$ cat src/rtl/music_pkg.sv
// Shared types and note tables for the music sequencer.
package music_pkg;

  // 4-bit note code: 0 = silence, 1..14 = c..hb, 15 unused (decodes to silence)
  typedef logic [3:0] note_t;

  typedef enum logic [1:0] {
    S_IDLE  = 2'd0,
    S_PLAY  = 2'd1,
    S_PAUSE = 2'd2,
    S_DONE  = 2'd3
  } state_t;

  localparam logic [31:0] F_C  = 32'd262;
  localparam logic [31:0] F_D  = 32'd294;
  localparam logic [31:0] F_E  = 32'd330;
  localparam logic [31:0] F_F  = 32'd349;
  localparam logic [31:0] F_G  = 32'd392;
  localparam logic [31:0] F_A  = 32'd440;
  localparam logic [31:0] F_B  = 32'd494;
  localparam logic [31:0] F_HC = 32'd524;
  localparam logic [31:0] F_HD = 32'd588;
  localparam logic [31:0] F_HE = 32'd660;
  localparam logic [31:0] F_HF = 32'd698;
  localparam logic [31:0] F_HG = 32'd784;
  localparam logic [31:0] F_HA = 32'd880;
  localparam logic [31:0] F_HB = 32'd988;
  localparam logic [31:0] SIL  = 32'd50000000;

  // Beats at or beyond this index are silent in the default song
  localparam logic [11:0] SONG_NOTE_BEATS = 12'd56;

  // Note code to frequency; anything outside 1..14 is silence
  function automatic logic [31:0] note_freq(input note_t n);
    logic [31:0] f;
    case (n)
      4'd1:    f = F_C;
      4'd2:    f = F_D;
      4'd3:    f = F_E;
      4'd4:    f = F_F;
      4'd5:    f = F_G;
      4'd6:    f = F_A;
      4'd7:    f = F_B;
      4'd8:    f = F_HC;
      4'd9:    f = F_HD;
      4'd10:   f = F_HE;
      4'd11:   f = F_HF;
      4'd12:   f = F_HG;
      4'd13:   f = F_HA;
      4'd14:   f = F_HB;
      default: f = SIL;
    endcase
    return f;
  endfunction

  // Octave shift: exactly one of up/dn moves the pitch; silence is never touched
  function automatic logic [31:0] oct_shift(input logic [31:0] f,
                                            input logic up, input logic dn);
    logic [31:0] r;
    r = f;
    if (f != SIL && (up ^ dn))
      r = up ? (f << 1) : (f >> 1);
    return r;
  endfunction

endpackage

$ cat src/rtl/music_tempo_gen.sv
// Beat timebase: counts clk cycles within a beat and flags the terminal tick.
module music_tempo_gen
  import music_pkg::*;
#(
  parameter int unsigned TICKS_PER_BEAT = 25000000
) (
  input  logic clk,
  input  logic rst,          // async, active-low
  input  logic clr_i,        // restart the beat from tick 0
  input  logic en_i,         // advance one tick this cycle
  output logic beat_tick_o   // one-cycle pulse on the last tick of a beat
);

  localparam int unsigned TW = (TICKS_PER_BEAT > 1) ? $clog2(TICKS_PER_BEAT) : 1;
  localparam logic [TW-1:0] TICK_LAST = TW'(TICKS_PER_BEAT - 1);

  logic [TW-1:0] tick_q, tick_d;

  // clear wins over counting so a restart never also emits a beat
  assign beat_tick_o = en_i && !clr_i && (tick_q == TICK_LAST);

  // next tick: clear, wrap at terminal tick, or hold when not enabled
  always_comb begin
    tick_d = tick_q;
    if (clr_i)
      tick_d = '0;
    else if (en_i)
      tick_d = (tick_q == TICK_LAST) ? '0 : tick_q + 1'b1;
  end

  // tick counter register
  always_ff @(posedge clk or negedge rst) begin
    if (!rst) tick_q <= '0;
    else      tick_q <= tick_d;
  end

endmodule

$ cat src/rtl/music_sequencer.sv
// Multi-channel song player: playback FSM, song table and registered tones.
module music_sequencer
  import music_pkg::*;
#(
  parameter int unsigned NUM_CH         = 2,
  parameter int unsigned SONG_LEN       = 64,
  parameter int unsigned TICKS_PER_BEAT = 25000000
) (
  input  logic                  clk,
  input  logic                  rst,       // async, active-low
  input  logic                  start,
  input  logic                  stop,
  input  logic                  pause,
  input  logic                  loop_en,
  input  logic                  oct_up,
  input  logic                  oct_dn,
  input  logic [NUM_CH-1:0]     mute,
  output logic [32*NUM_CH-1:0]  tone,
  output logic [11:0]           beat_num,
  output logic                  playing,
  output logic                  done
);

  localparam logic [11:0] BEAT_LAST = 12'(SONG_LEN - 1);

  state_t      state_q;
  logic [11:0] beat_q;
  logic        playing_q, done_q;
  logic        beat_tick;
  logic        tick_en, tick_clr;
  note_t       cur_note;
  logic [31:0] cur_freq;

  // Default song: every channel plays (beat>>2)+1 for the first 56 beats
  function automatic note_t song_note(input logic [11:0] beat);
    note_t n;
    n = '0;
    if (beat < SONG_NOTE_BEATS)
      n = note_t'(beat[5:2] + 4'd1);
    return n;
  endfunction

  // tick only advances in PLAY on cycles with no command pending;
  // the cycle that enters or leaves PAUSE does not consume a tick
  assign tick_en  = (state_q == S_PLAY) && !pause;
  assign tick_clr = stop || start;

  music_tempo_gen #(
    .TICKS_PER_BEAT(TICKS_PER_BEAT)
  ) u_tempo (
    .clk         (clk),
    .rst         (rst),
    .clr_i       (tick_clr),
    .en_i        (tick_en),
    .beat_tick_o (beat_tick)
  );

  // Playback FSM with stop > start > pause priority and registered status
  always_ff @(posedge clk or negedge rst) begin
    if (!rst) begin
      state_q   <= S_IDLE;
      beat_q    <= '0;
      playing_q <= 1'b0;
      done_q    <= 1'b0;
    end else begin
      done_q <= 1'b0;
      if (stop) begin
        state_q   <= S_IDLE;
        beat_q    <= '0;
        playing_q <= 1'b0;
      end else if (start) begin
        state_q   <= S_PLAY;
        beat_q    <= '0;
        playing_q <= 1'b1;
      end else begin
        case (state_q)
          S_IDLE: ;
          S_PLAY: begin
            if (pause) begin
              state_q   <= S_PAUSE;
              playing_q <= 1'b0;
            end else if (beat_tick) begin
              if (beat_q == BEAT_LAST) begin
                beat_q <= '0;
                if (!loop_en) begin
                  // one-shot end: park at beat 0 and pulse done for one cycle
                  state_q   <= S_DONE;
                  playing_q <= 1'b0;
                  done_q    <= 1'b1;
                end
              end else begin
                beat_q <= beat_q + 12'd1;
              end
            end
          end
          S_PAUSE: begin
            if (!pause) begin
              state_q   <= S_PLAY;
              playing_q <= 1'b1;
            end
          end
          S_DONE: state_q <= S_IDLE;
          default: begin
            state_q   <= S_IDLE;
            beat_q    <= '0;
            playing_q <= 1'b0;
          end
        endcase
      end
    end
  end

  assign cur_note = song_note(beat_q);
  assign cur_freq = oct_shift(note_freq(cur_note), oct_up, oct_dn);

  for (genvar k = 0; k < NUM_CH; k++) begin : g_ch
    logic [31:0] tone_q;

    // per-channel tone, one cycle behind beat/state, mute and octave inputs
    always_ff @(posedge clk or negedge rst) begin
      if (!rst)
        tone_q <= SIL;
      else if (state_q != S_PLAY || mute[k])
        tone_q <= SIL;
      else
        tone_q <= cur_freq;
    end

    assign tone[32*k +: 32] = tone_q;
  end

  assign beat_num = beat_q;
  assign playing  = playing_q;
  assign done     = done_q;

endmodule

$ cat config.mk
export PLATFORM = sky130hd
export DESIGN_NAME = music_sequencer
export DESIGN_NICKNAME = d
export VERILOG_FILES = /design/src/rtl/music_pkg.sv /design/src/rtl/music_tempo_gen.sv /design/src/rtl/music_sequencer.sv
export SDC_FILE = /design/constraint.sdc
export NUM_CORES = 1
export LEC_CHECK = 0
export ABC_AREA = 1
export CORE_UTILIZATION = 53
export DETAILED_ROUTE_END_ITERATION = 8
export PLACE_DENSITY = 0.87
export SETUP_SLACK_MARGIN = 0.1
export SYNTH_ARGS = -nofsm -noshare
export SYNTH_HDL_FRONTEND = slang
export SYNTH_SLANG_ARGS = --single-unit
$ cat constraint.sdc
create_clock -name clk -period 3.2 [get_ports clk]
set_input_delay 0.32 -clock clk [delete_from_list [all_inputs] [get_ports clk]]
set_output_delay 0.32 -clock clk [all_outputs]
set_load 0.01 [all_outputs]
==> results.sh <==
export IMPL_outcome="complete, no violations"
export IMPL_worst_path_buf_inv=1
export IMPL_end_kind="register"
export IMPL_num_antenna_cells=0
export IMPL_final_core_util_pct=66.0
export IMPL_critPathLaunchType="register"
export IMPL_combPwrFrac_pct=21.3
export IMPL_ir_drop_mv=0.269
export IMPL_p_leak_nw=2.45
export IMPL_die_y_um=95.1
export IMPL_post_cts_repair_setup_buffers=0
export IMPL_cts_hold_buf=0
export IMPL_reg2reg_to="g_ch[0].tone_q[19]"
export IMPL_clk_latency_ns=0.36
export IMPL_root_buffer="clkbuf_8"
export IMPL_p_sw_share_pct=30.3
export IMPL_r2r_start="beat_num[7]"
export IMPL_vias=4108
export IMPL_cpMostUsedCell="nand2_1"
export IMPL_power_frac_seq_pct=45.9
export IMPL_die_w_um=95.1
export IMPL_grt_max_degree=78
export IMPL_wire_per_inst_um=14.3
export IMPL_maxCapViolCount=0
export IMPL_skew_ns=0.00805
export IMPL_fin_total_pwr_w=0.00241
export IMPL_worstRegToRegCells=14
export IMPL_drcViolationCount=0
export IMPL_setup_viol=0
export IMPL_mostFrequentLayoutCells="124 x nand2_1, 76 x clkdlybuf4s50_1, 67 x dfrtp_1"
export IMPL_dieArea_sq_um=9050
export IMPL_dp_hpwl_um=7800
export IMPL_crit_family="simple AND/OR/NAND/NOR gates"
export IMPL_postSynth_asyncResetShare_pct=100
export IMPL_clkTransAtPathRegs_ns=0.09
export IMPL_cp_max_fo=13
export IMPL_cp_slowest_cell="dfrtp_1"
export IMPL_path_cells="or2_4 > nor2_8 > nand3_1 > ha_1 > inv_1 > nand4_1 > nand3_1 > nand2_1 > nand2_1 > nor2_4 > nand2_4 > nand2_4 > o21ai_0 > nand2_1"
export IMPL_grt_pass1_wl_um=17700
export IMPL_initial_utilization_pct=55.4
export IMPL_ios=88
export IMPL_tritoncts="done"
export IMPL_rsz0062_at_grt="false"
export IMPL_synthCells=581
export IMPL_routed_via_density=5.46
export IMPL_antenna_found_initial=0
export IMPL_drt_pass1_iter_count=5
export IMPL_yosysWarnings=0
export IMPL_syn_avg_cell_area_sq_um=7.91
export IMPL_cts_resized=0
export IMPL_place_congestion=0.934
export IMPL_hold_violations=0
export IMPL_synth_edf_count=0
export IMPL_finalSetupTns_ns=0
export IMPL_dp_slack_ns=0.433
export IMPL_power_density_nw_per_um2=439
export IMPL_core_area_sq_um=8300
export IMPL_h_tree_depth=3
export IMPL_drive_gt1_share_pct=9.26
export IMPL_slew_headroom_pct=36.0
export IMPL_ys_seq_area_share_pct=42.2
export IMPL_rows=33
export IMPL_switchingPower_w=0.000730
export IMPL_routed_wirelength_um=10700
export IMPL_worst_path_stages=14
export IMPL_period_share_pct=88.9
export IMPL_tightest_slew_ns=0.961
export IMPL_worstSetupPathType="register to register"
export IMPL_cp_endpoint="g_ch[0].tone_q[19]"
export IMPL_synth_cell_types=44
export IMPL_r2r_slack_ns=0.36
export IMPL_final_common_cell="nand2_1"
export IMPL_syn_area_sq_um=4600
export IMPL_nNetsFinal=666
export IMPL_clock_sinks=77
export IMPL_crit_arrival_ns=3.13
export IMPL_min_path_type="input port to async pin"
export IMPL_p_int_w=0.00168
export IMPL_synthFlopType="dfrtp_1"
export IMPL_numPortBuffers=77
export IMPL_layout_setup_ws_ns=0.355
export IMPL_ys_ff_latch=77
export IMPL_cp_startpoint="beat_num[7]"
export IMPL_fin_crit_ns=2.84
export IMPL_track_usage_pct=25.2
export IMPL_overflow=0
export IMPL_dr_first_iter_drc_count=216
export IMPL_drv_slew=0
export IMPL_cts_path_max_buffers=2
export IMPL_grt_pass1_vias=3861
export IMPL_power_share_clock_pct=32.7
export IMPL_syn2layout_area_growth_pct=19.2
export IMPL_numCtsBuffers=9
export IMPL_worst_ep_required_time_ns=3.48
export IMPL_max_freq_mhz=352
export IMPL_timing_critical_path_slowest_cell_delay_ns=0.46
export IMPL_postRouteAntennaNets=0
flip-flops by register name, summed over array words and instances, names as in the netlist:
register and cells:
state_q 2, u_tempo.tick_q 25, done 1, g_ch.tone_q 36
playing 1, beat_num 12
how the worst min path moves through the flow:
| stage | slack (ns) | cells after the start | from | to |
|---|---|---|---|---|
| 6_report | 0.07 | 1 | rst | state_q[0] |
| 5_1_grt | 0.19 | 1 | rst | beat_num[2] |
| 4_1_cts | 0.15 | 1 | rst | state_q[0] |
| 3_5_place_dp | 0.49 | 2 | playing | playing |
| 3_3_place_gp | 0.47 | 2 | playing | playing |
| 2_1_floorplan | 0.02 | 0 | rst | beat_num[0] |
cells in the mapped netlist, drive strengths merged (3+ instances only):
master	instances	area, sq um
nor4	4	25.0
nand4	16	100
dfrtp	67	1680
or2	3	21.3
dfstp	10	263
clkbuf	7	26.3
a21oi	20	104
o22ai	7	43.8
o21ai	40	200
buf	34	273
nand2	134	538
nor2	63	285
inv	65	244
nand3b	3	22.5
nor3	18	90.1
nand3	47	275
ha	13	163
xor2	15	131
kinds of logic (layout without fill, tap and decap cells):
logic type	count (synthesis)	count (layout)	share of synthesized area, %
AO/OA/AOI/OAI	77	77	9.34
XOR/XNOR	17	17	3.24
adder cells (fa/ha/maj)	13	13	3.54
buffers and inverters	107	165	11.9
flip-flops	77	77	42.2
other	1	10	0.0816
AND/OR/NAND/NOR	289	289	29.7
per-stage QoR:
stage	hold WS, ns	instance area (sq um)	instances
floorplan	0.0244	4630	590
global placement	0.467	5280	737
detailed placement	0.492	5280	737
CTS	0.146	5480	753
global route	0.186	5480	753
finish	0.0744	5480	753
layout make-up:
class | instances | area, sq um
fill | 692 | 2820
multi-input combinational | 406 | 2140
sequential | 77 | 1940
timing repair buffer | 83 | 813
inverter | 66 | 249
tap | 105 | 131
clock buffer | 9 | 124
clock inverter | 7 | 81.3
power groups by stage:
stage          combinational, W  sequential, W  clock (W)
2_1_floorplan          0.000261        0.00115          0
3_3_place_gp           0.000503        0.00112          0
3_5_place_dp           0.000514        0.00113          0
4_1_cts                0.000517        0.00111   0.000790
5_1_grt                0.000570        0.00112   0.000833
6_report               0.000514        0.00111   0.000788
routing by layer:
metal  GRT usage [%]  vias to the layer above  routed length, um
li1                -                     1984                  -
met2            42.6                      163               5260
met1            31.9                     1937               4540
met5               0                        -                  0
met3            5.50                       24                719
met4            8.46                        0                209
worst register-to-register path, cell delays in order (launching register included):
cell     delay [ns]
dfrtp_1        0.46
or2_4          0.28
nor2_8         0.21
nand3_1        0.21
ha_1           0.32
inv_1          0.05
nand4_1        0.13
nand3_1        0.13
nand2_1        0.11
nand2_1        0.12
nor2_4         0.05
nand2_4        0.14
nand2_4        0.14
o21ai_0        0.32
nand2_1        0.10
Power figures use the tool's default switching activity.
